## config.mk

```make
export PLATFORM = sky130hd
export DESIGN_NAME = dm_access_unit
export DESIGN_NICKNAME = d
export VERILOG_FILES = /design/src/rtl/dm_access_unit.sv
export SDC_FILE = /design/constraint.sdc
export NUM_CORES = 1
export LEC_CHECK = 0
export BUFFER_PORTS_ARGS = -buffer_cell sky130_fd_sc_hd__buf_2
export CORE_ASPECT_RATIO = 2
export CORE_MARGIN = 8
export CORE_UTILIZATION = 54
export DETAILED_ROUTE_END_ITERATION = 16
export GPL_ROUTABILITY_DRIVEN = 0
export PLACE_DENSITY = 0.95
export SLEW_MARGIN = 25
export SYNTH_ARGS = -nofsm -noshare
export SYNTH_HDL_FRONTEND = slang
export SYNTH_SLANG_ARGS = --single-unit
export TNS_END_PERCENT = 50
```

## constraint.sdc

```tcl
create_clock -name i_clk -period 11.2 [get_ports i_clk]
set_input_delay 1.68 -clock i_clk [delete_from_list [all_inputs] [get_ports i_clk]]
set_output_delay 1.68 -clock i_clk [all_outputs]
set_load 0.1 [all_outputs]
```

## src/rtl/dm_access_unit.sv

```systemverilog
// -----------------------------------------------------------------------------
// dm_access_unit
//   Sequential load/store unit sitting between the datapath and a handshaked
//   data-memory bus. Each access checks legality and alignment, generates byte
//   enables and lane-replicated store data, and runs a single bus transaction
//   guarded by a watchdog. Loads are sign or zero extended from the addressed
//   lane. The core is stalled through o_busy until the one-cycle o_done pulse.
//
// Parameters
//   TIMEOUT      max cycles o_bus_req stays high without i_bus_ack (2..255)
//
// Ports
//   i_clk        clock, rising edge
//   i_rst        asynchronous active-high reset
//   i_mem_req    single-cycle access request, sampled only when idle
//   i_mem_we     1 = store, 0 = load
//   i_dm_type    000 word, 001 half, 010 half unsigned, 011 byte, 100 byte unsigned
//   i_addr       byte address
//   i_wdata      store data (low bits used for half/byte)
//   o_busy       access in progress
//   o_done       one-cycle completion pulse
//   o_err        qualifies o_done: misaligned, illegal or timed out
//   o_rdata      extended load result, held until the next o_done
//   o_bus_req    bus request, held until ack or timeout
//   o_bus_we     bus write strobe
//   o_bus_addr   word-aligned bus address
//   o_bus_be     byte enables
//   o_bus_wdata  lane-replicated store data
//   i_bus_rdata  bus read data, valid with i_bus_ack
//   i_bus_ack    transaction complete, ignored unless o_bus_req is high
// -----------------------------------------------------------------------------
module dm_access_unit #(
    parameter int unsigned TIMEOUT = 16
) (
    input  logic        i_clk,
    input  logic        i_rst,
    input  logic        i_mem_req,
    input  logic        i_mem_we,
    input  logic [2:0]  i_dm_type,
    input  logic [31:0] i_addr,
    input  logic [31:0] i_wdata,
    output logic        o_busy,
    output logic        o_done,
    output logic        o_err,
    output logic [31:0] o_rdata,
    output logic        o_bus_req,
    output logic        o_bus_we,
    output logic [31:0] o_bus_addr,
    output logic [3:0]  o_bus_be,
    output logic [31:0] o_bus_wdata,
    input  logic [31:0] i_bus_rdata,
    input  logic        i_bus_ack
);

    localparam logic [2:0] DM_W  = 3'b000;
    localparam logic [2:0] DM_H  = 3'b001;
    localparam logic [2:0] DM_HU = 3'b010;
    localparam logic [2:0] DM_B  = 3'b011;
    localparam logic [2:0] DM_BU = 3'b100;

    // Watchdog value at which the final REQ cycle is reached.
    localparam logic [7:0] WD_LAST = 8'(TIMEOUT - 1);

    typedef enum logic [1:0] {
        ST_IDLE = 2'b00,
        ST_REQ  = 2'b01,
        ST_RESP = 2'b10,
        ST_FAIL = 2'b11
    } state_t;

    // ---------------------------------------------------------------------
    // Access helpers
    // ---------------------------------------------------------------------

    // Legal type/direction combination with natural alignment.
    function automatic logic access_ok(input logic we, input logic [2:0] t,
                                       input logic [1:0] lo);
        logic ok;
        case (t)
            DM_W:    ok = (lo == 2'b00);
            DM_H:    ok = ~lo[0];
            DM_HU:   ok = ~we & ~lo[0];
            DM_B:    ok = 1'b1;
            DM_BU:   ok = ~we;
            default: ok = 1'b0;
        endcase
        return ok;
    endfunction

    function automatic logic [3:0] gen_be(input logic [2:0] t, input logic [1:0] lo);
        logic [3:0] be;
        case (t)
            DM_W:        be = 4'b1111;
            DM_H, DM_HU: be = lo[1] ? 4'b1100 : 4'b0011;
            DM_B, DM_BU: begin
                case (lo)
                    2'b00:   be = 4'b0001;
                    2'b01:   be = 4'b0010;
                    2'b10:   be = 4'b0100;
                    2'b11:   be = 4'b1000;
                    default: be = 4'b0000;
                endcase
            end
            default:     be = 4'b0000;
        endcase
        return be;
    endfunction

    // Replicate the store data into every lane so the byte enables alone
    // select where it lands.
    function automatic logic [31:0] gen_wdata(input logic [2:0] t, input logic [31:0] d);
        logic [31:0] res;
        case (t)
            DM_W:        res = d;
            DM_H, DM_HU: res = {d[15:0], d[15:0]};
            DM_B, DM_BU: res = {d[7:0], d[7:0], d[7:0], d[7:0]};
            default:     res = 32'h0000_0000;
        endcase
        return res;
    endfunction

    function automatic logic [31:0] load_extend(input logic [2:0] t, input logic [1:0] lo,
                                                input logic [31:0] d);
        logic [7:0]  b;
        logic [15:0] h;
        logic [31:0] res;
        case (lo)
            2'b00:   b = d[7:0];
            2'b01:   b = d[15:8];
            2'b10:   b = d[23:16];
            2'b11:   b = d[31:24];
            default: b = 8'h00;
        endcase
        h = lo[1] ? d[31:16] : d[15:0];
        case (t)
            DM_W:    res = d;
            DM_H:    res = {{16{h[15]}}, h};
            DM_HU:   res = {16'h0000, h};
            DM_B:    res = {{24{b[7]}}, b};
            DM_BU:   res = {24'h00_0000, b};
            default: res = 32'h0000_0000;
        endcase
        return res;
    endfunction

    // ---------------------------------------------------------------------
    // State and registers
    // ---------------------------------------------------------------------
    state_t      r_state;
    logic [7:0]  r_wd;
    logic        r_done;
    logic        r_err;
    logic [31:0] r_rdata;
    logic        r_bus_req;
    logic        r_bus_we;
    logic [31:0] r_bus_addr;
    logic [3:0]  r_bus_be;
    logic [31:0] r_bus_wdata;
    logic [1:0]  r_addr_lo;
    logic [2:0]  r_dm_type;

    state_t      w_state_nxt;
    logic [7:0]  w_wd_nxt;
    logic        w_done_nxt;
    logic        w_err_nxt;
    logic [31:0] w_rdata_nxt;
    logic        w_bus_req_nxt;
    logic        w_bus_we_nxt;
    logic [31:0] w_bus_addr_nxt;
    logic [3:0]  w_bus_be_nxt;
    logic [31:0] w_bus_wdata_nxt;
    logic [1:0]  w_addr_lo_nxt;
    logic [2:0]  w_dm_type_nxt;

    // State register.
    always_ff @(posedge i_clk or posedge i_rst) begin
        if (i_rst) begin
            r_state <= ST_IDLE;
        end else begin
            r_state <= w_state_nxt;
        end
    end

    // Next-state and next-register-value decode.
    always_comb begin
        w_state_nxt     = r_state;
        w_wd_nxt        = r_wd;
        w_done_nxt      = 1'b0;
        w_err_nxt       = 1'b0;
        w_rdata_nxt     = r_rdata;
        w_bus_req_nxt   = r_bus_req;
        w_bus_we_nxt    = r_bus_we;
        w_bus_addr_nxt  = r_bus_addr;
        w_bus_be_nxt    = r_bus_be;
        w_bus_wdata_nxt = r_bus_wdata;
        w_addr_lo_nxt   = r_addr_lo;
        w_dm_type_nxt   = r_dm_type;

        case (r_state)
            ST_IDLE: begin
                if (i_mem_req) begin
                    if (access_ok(i_mem_we, i_dm_type, i_addr[1:0])) begin
                        w_state_nxt     = ST_REQ;
                        w_wd_nxt        = 8'd0;
                        w_bus_req_nxt   = 1'b1;
                        w_bus_we_nxt    = i_mem_we;
                        w_bus_addr_nxt  = {i_addr[31:2], 2'b00};
                        w_bus_be_nxt    = gen_be(i_dm_type, i_addr[1:0]);
                        w_bus_wdata_nxt = gen_wdata(i_dm_type, i_wdata);
                        w_addr_lo_nxt   = i_addr[1:0];
                        w_dm_type_nxt   = i_dm_type;
                    end else begin
                        // Rejected before any bus activity.
                        w_state_nxt = ST_FAIL;
                        w_done_nxt  = 1'b1;
                        w_err_nxt   = 1'b1;
                        w_rdata_nxt = 32'h0000_0000;
                    end
                end else begin
                    w_state_nxt = ST_IDLE;
                end
            end
            ST_REQ: begin
                // Ack is tested first so an ack in the expiring cycle wins.
                if (i_bus_ack) begin
                    w_state_nxt   = ST_RESP;
                    w_wd_nxt      = 8'd0;
                    w_bus_req_nxt = 1'b0;
                    w_bus_we_nxt  = 1'b0;
                    w_done_nxt    = 1'b1;
                    w_err_nxt     = 1'b0;
                    if (r_bus_we) begin
                        w_rdata_nxt = 32'h0000_0000;
                    end else begin
                        w_rdata_nxt = load_extend(r_dm_type, r_addr_lo, i_bus_rdata);
                    end
                end else if (r_wd == WD_LAST) begin
                    w_state_nxt   = ST_FAIL;
                    w_wd_nxt      = 8'd0;
                    w_bus_req_nxt = 1'b0;
                    w_bus_we_nxt  = 1'b0;
                    w_done_nxt    = 1'b1;
                    w_err_nxt     = 1'b1;
                    w_rdata_nxt   = 32'h0000_0000;
                end else begin
                    w_wd_nxt = r_wd + 8'd1;
                end
            end
            ST_RESP: begin
                w_state_nxt = ST_IDLE;
            end
            ST_FAIL: begin
                w_state_nxt = ST_IDLE;
            end
            default: begin
                w_state_nxt   = ST_IDLE;
                w_wd_nxt      = 8'd0;
                w_bus_req_nxt = 1'b0;
                w_bus_we_nxt  = 1'b0;
            end
        endcase
    end

    // Datapath and output registers.
    always_ff @(posedge i_clk or posedge i_rst) begin
        if (i_rst) begin
            r_wd        <= 8'd0;
            r_done      <= 1'b0;
            r_err       <= 1'b0;
            r_rdata     <= 32'h0000_0000;
            r_bus_req   <= 1'b0;
            r_bus_we    <= 1'b0;
            r_bus_addr  <= 32'h0000_0000;
            r_bus_be    <= 4'b0000;
            r_bus_wdata <= 32'h0000_0000;
            r_addr_lo   <= 2'b00;
            r_dm_type   <= 3'b000;
        end else begin
            r_wd        <= w_wd_nxt;
            r_done      <= w_done_nxt;
            r_err       <= w_err_nxt;
            r_rdata     <= w_rdata_nxt;
            r_bus_req   <= w_bus_req_nxt;
            r_bus_we    <= w_bus_we_nxt;
            r_bus_addr  <= w_bus_addr_nxt;
            r_bus_be    <= w_bus_be_nxt;
            r_bus_wdata <= w_bus_wdata_nxt;
            r_addr_lo   <= w_addr_lo_nxt;
            r_dm_type   <= w_dm_type_nxt;
        end
    end

    assign o_busy      = (r_state != ST_IDLE);
    assign o_done      = r_done;
    assign o_err       = r_err;
    assign o_rdata     = r_rdata;
    assign o_bus_req   = r_bus_req;
    assign o_bus_we    = r_bus_we;
    assign o_bus_addr  = r_bus_addr;
    assign o_bus_be    = r_bus_be;
    assign o_bus_wdata = r_bus_wdata;

endmodule

```

; ---- Word level (Yosys, flattened, before mapping)
; Index checks and enable logic that the tools add are counted.
[word_totals]
output_inout_bits = 105
elab_cells = 93
in_bits = 104
regBits = 117
[classes]
n_addsub = 1
reduce_logical = 14
eq_ne = 22
n_bitwise = 3
mux = 41
[ops]
columns = operator, count
row1 = 2-to-1 mux 32 bit, 5
row2 = case mux 32 bit (5 select lines), 1
row3 = case mux 32 bit (3 select lines), 1
row4 = case mux 32 bit (2 select lines), 1
row5 = 2-to-1 mux 8 bit, 4
row6 = case mux 8 bit (4 select lines), 1
row7 = 2-to-1 mux 16 bit, 1
row8 = case mux 4 bit (4 select lines), 1
row9 = case mux 8 bit (2 select lines), 1
row10 = 2-to-1 mux 1 bit, 13
row11 = equality test 2 bit (second input constant), 6
row12 = equality test 3 x 2 -> 1 bit (second input constant), 4
row13 = case mux 4 bit (3 select lines), 1
row14 = adder 8 x 1 -> 8 bit (second input constant), 1
row15 = equality test 8 x 4 -> 1 bit (second input constant), 1
row16 = 2-to-1 mux 2 bit, 4
row17 = case mux 1 bit (2 select lines), 4
row18 = AND reduction 4 bit, 2
row19 = equality test 2 x 1 -> 1 bit (second input constant), 3
row20 = equality test 3 x 1 -> 1 bit (second input constant), 2
row21 = equality test 3 bit (second input constant), 2
row22 = zero test 2 bit, 3
row23 = zero test 3 bit, 2
row24 = != test 2 bit (second input constant), 3
row25 = 9 further kinds, 14

; ---- Logic depth before layout (Yosys ltp)
[depth]
depth_word = 8
depth_mapped = 8
depth_no_buf = 6

; ---- Worst setup path before layout
; Ideal clock, no wire load.
[synth_path]
path_type = input to register
start = in i_dm_type[2]
end = reg r_rdata[8], in the netlist o_rdata[8]
required_ns = 11.078
t_arrival_ns = 3.149
path_buffers = 3
setup_slack_ns = 7.929
setup_ns = 0.122
cell_stages = 8
cell_sequence = buf_2 -> nor3b_4 -> a32o_1 -> or3_1 -> and2_1 -> buf_6 -> buf_6 -> a22o_1
[synth_between]
elab_chain_len = 6
word_cells_on_any_way = 10
[synth_rtl]
columns = element, line
row1 = from (decl), 39  ; input logic [2:0] i_dm_type,
row2 = equality test 3 bit (tied with other cells), 79  ; case (t)
row3 = case mux 1 bit (5 select lines) *, 79
row4 = 2-to-1 mux 1 bit *, 201  ; if (i_mem_req) begin
row5 = 2-to-1 mux 1 bit *, 199  ; case (r_state)
row6 = != test 2 bit (no line) *, n/a
row7 = AND reduction 4 bit (no line) *, n/a
row8 = to (signal assigned), 282  ; r_rdata <= w_rdata_nxt;
row9 = to (decl), 153  ; logic [31:0] r_rdata;
; Mark *: on every way between the ends. The rest lies on a longest branch, timed or not. The select of a mux whose other input is x is not followed.
; A chain may end at the register's enable or synchronous reset.

; ---- Worst setup path in the final report
[layout_path]
start = in i_dm_type[1]
end = reg r_bus_be[2], in the netlist o_bus_be[2]
[layout_between]
elab_chain_len = 5
word_cells_on_any_way = 12
[layout_rtl]
columns = element, line
row1 = equality test 3 bit (tied with other cells), "79, 92"
row2 = case mux 1 bit (5 select lines), 79
row3 = 2-to-1 mux 1 bit, 201
row4 = 2-to-1 mux 1 bit, 199
row5 = AND reduction 3 bit (no line), n/a
row6 = to (signal assigned), 286  ; r_bus_be <= w_bus_be_nxt;
row7 = to (decl), 157  ; logic [3:0] r_bus_be;
; Several ways; a longest one is shown, not always the timed one. The select of a mux whose other input is x is not followed.

==> qor.yml <==
cts_setup_buffers: 0
max_freq_mhz: 232
io-pin-count: 209
max_stage_delay_ps: 650
yosys-top-cells-area: "dfrtp_1 50%, mux2_2 7.9%, a21oi_1 7.5%, o2bb2ai_1 4.2%, nor2_1 3.5%"
grt_pass1_wl_mm: 27.4
antenna_cells: 0
synth_area_um2: 5870
rsz0062_at_grt: "no"
crit_buf_inv: 2
critPathSlowestCell: "a2111oi_0"
first_pass_iters: 5
netlist_top_cells_count: "117 x dfrtp_1, 88 x a21oi_1, 54 x nor2_1, 41 x mux2_2, 36 x nand2_1"
async_flop_share: 1.00
drive_above_1_share: 0.382
status: "complete, no violations"
worst_pin_slew_ps: 957
ant_nets: 0
grt_pass1_vias: 5448
path_cells: "buf_2 > nor2b_1 > a2111oi_0 > o21ba_4 > buf_4 > o221ai_1 > o21a_1"
yosysTopAreaCell: "dfrtp_1"
crit_type: "in2reg"
maxSlewViolCount: 0
grt_use_total: 0.231
clk_pin_slew_ps: 50
cp.arrival_ps: 4600
fp-row-count: 54
cts.htree.levels: 4
skew_ps: 8.09
synth_ff_type: "dfrtp_1"
synth-edff-count: 0
chipHeight_um: 163
cts_hold_buf: 0
synth.yosys.seq_area_share: 0.499
cts_tree: "built"
clockBufferDepth: 2
drt_wl_total_mm: 17.0
cts_resized: 0
finalCritPeriodShare: 0.384
crit_fanout: 65
clock_latency_ps: 410
hp-class: "reg2reg"
finalNetCount: 865
synth_cell_types: 54
io_buffers: 206
synthToLayoutAreaGrowth_pct: 28.1
synth-seq-cells: 117
crit_required_ps: 11500
min_period_ps: 4300
antenna_found_initial: 0
fin_tns_setup_ps: 0
grt_max_degree: 72
cts_sinks: 117
avgSynthCellArea_um2: 10.2
start_util: 0.546
dieArea_um2: 14700
dp_cells: 881
drc_errors: 0
die_w_um: 89.7
detailroute.via_count: 5286
synth_cells: 576
end_kind: "flop"
synth.top_cell.area_share: 0.499
coreArea_um2: 10700
avgRoutedWirePerCell_um: 18.7
setup_violations: 0
max_slew_margin: 0.362
worst_path_dominant_cell_family: "compound AO/OA/AOI/OAI gates"
gr-total-overflow: 0
clockRootBuffer: "clkbuf_16"
numCtsBuffers: 17
yosysWarnings: 0
hold_viol_final: 0
dp_hpwl_mm: 12.3
dr.first_iter.drc_count: 423
cap_violations: 0
yosys.cell_count.top_type: "dfrtp_1"
vias_per_cell: 5.80
final_cells: 912
startpoint_type: "input port"
[flip-flops by register name, summed over array words and instances (netlist names)]
name / flops
o_bus_addr: 30
o_bus_be: 4
o_bus_req: 1
o_bus_wdata: 32
o_bus_we: 1
o_done: 1
o_err: 1
o_rdata: 32
r_addr_lo: 2
r_dm_type: 3
r_state: 2
r_wd: 8
[routing by layer]
| metal | up-vias | GRT usage | wire length, um |
|---|---|---|---|
| li1 | 2455 | - | - |
| met1 | 2498 | 0.272 | 6710 |
| met2 | 290 | 0.357 | 8050 |
| met3 | 43 | 0.102 | 1810 |
| met4 | 0 | 0.102 | 468 |
| met5 | - | 0 | 0 |
[cell usage in the layout, fill, tap and decap left out, types with 3 or more instances in the layout]
cell type,instances
a221o_1,3
and3_1,6
a32oi_1,8
nand2_1,36
xnor2_1,3
a21o_1,4
a221oi_1,5
mux4_2,4
clkbuf_16,17
mux2_2,41
clkbuf_8,3
o21ai_0,30
o221a_2,3
clkinvlp_4,3
a22o_1,4
nand2b_1,3
a21oi_1,88
buf_4,3
nor3_1,5
o2bb2ai_1,28
inv_1,15
bufinv_16,4
buf_2,206
mux2i_1,13
nor2_1,54
nor2b_1,18
dfrtp_1,117
nand3_1,3
a22oi_1,4
[path summary, 6_finish.rpt]
check / start / end / slack (ps) / cells past startpoint
worst min register to register: o_bus_req / o_bus_req / 480 / 1
max in group asynchronous: i_rst / o_bus_addr[27] / 8640 / 3
worst max register to register: r_addr_lo[1] / o_rdata[16] / 8600 / 5
worst max-delay path: i_dm_type[1] / o_bus_be[2] / 6900 / 7
min in group asynchronous: i_rst / o_rdata[19] / 1460 / 2
worst min-delay path: o_bus_req / o_bus_req / 480 / 1
[kinds of logic after synthesis]
kind of cell             count (synthesis)  share of synthesized area
AO/OA/AOI/OAI                          192                      0.209
XOR/XNOR                                 5                    0.00747
adder cells (fa/ha/maj)                  1                    0.00213
buffers and inverters                   61                     0.0501
flip-flops                             117                      0.499
multiplexers                            58                      0.116
other                                    1                   0.000639
AND/OR/NAND/NOR                        141                      0.116
[final cells by class]
| cell class | instances | area, um^2 |
|---|---|---|
| fillers | 778 | 3230 |
| flip-flops and latches | 117 | 2930 |
| multi-input cells | 399 | 2660 |
| repair buffers | 209 | 1050 |
| clock buffers | 20 | 467 |
| well taps | 140 | 175 |
| clock inverters | 11 | 174 |
| inverters | 16 | 62.6 |
[through the flow]
step,setup WS [ps],hold slack (ps),utilization,cell area (um^2)
floorplan,6420,482,-,5870
global placement,6690,454,0.640,6870
detailed placement,6550,464,0.640,6870
CTS,6940,476,0.700,7510
global route,6630,494,0.700,7510
finish,6900,482,0.700,7510
Power is not shown: default switching activity piles up to over one toggle a cycle in this logic, so the estimate is an artifact.
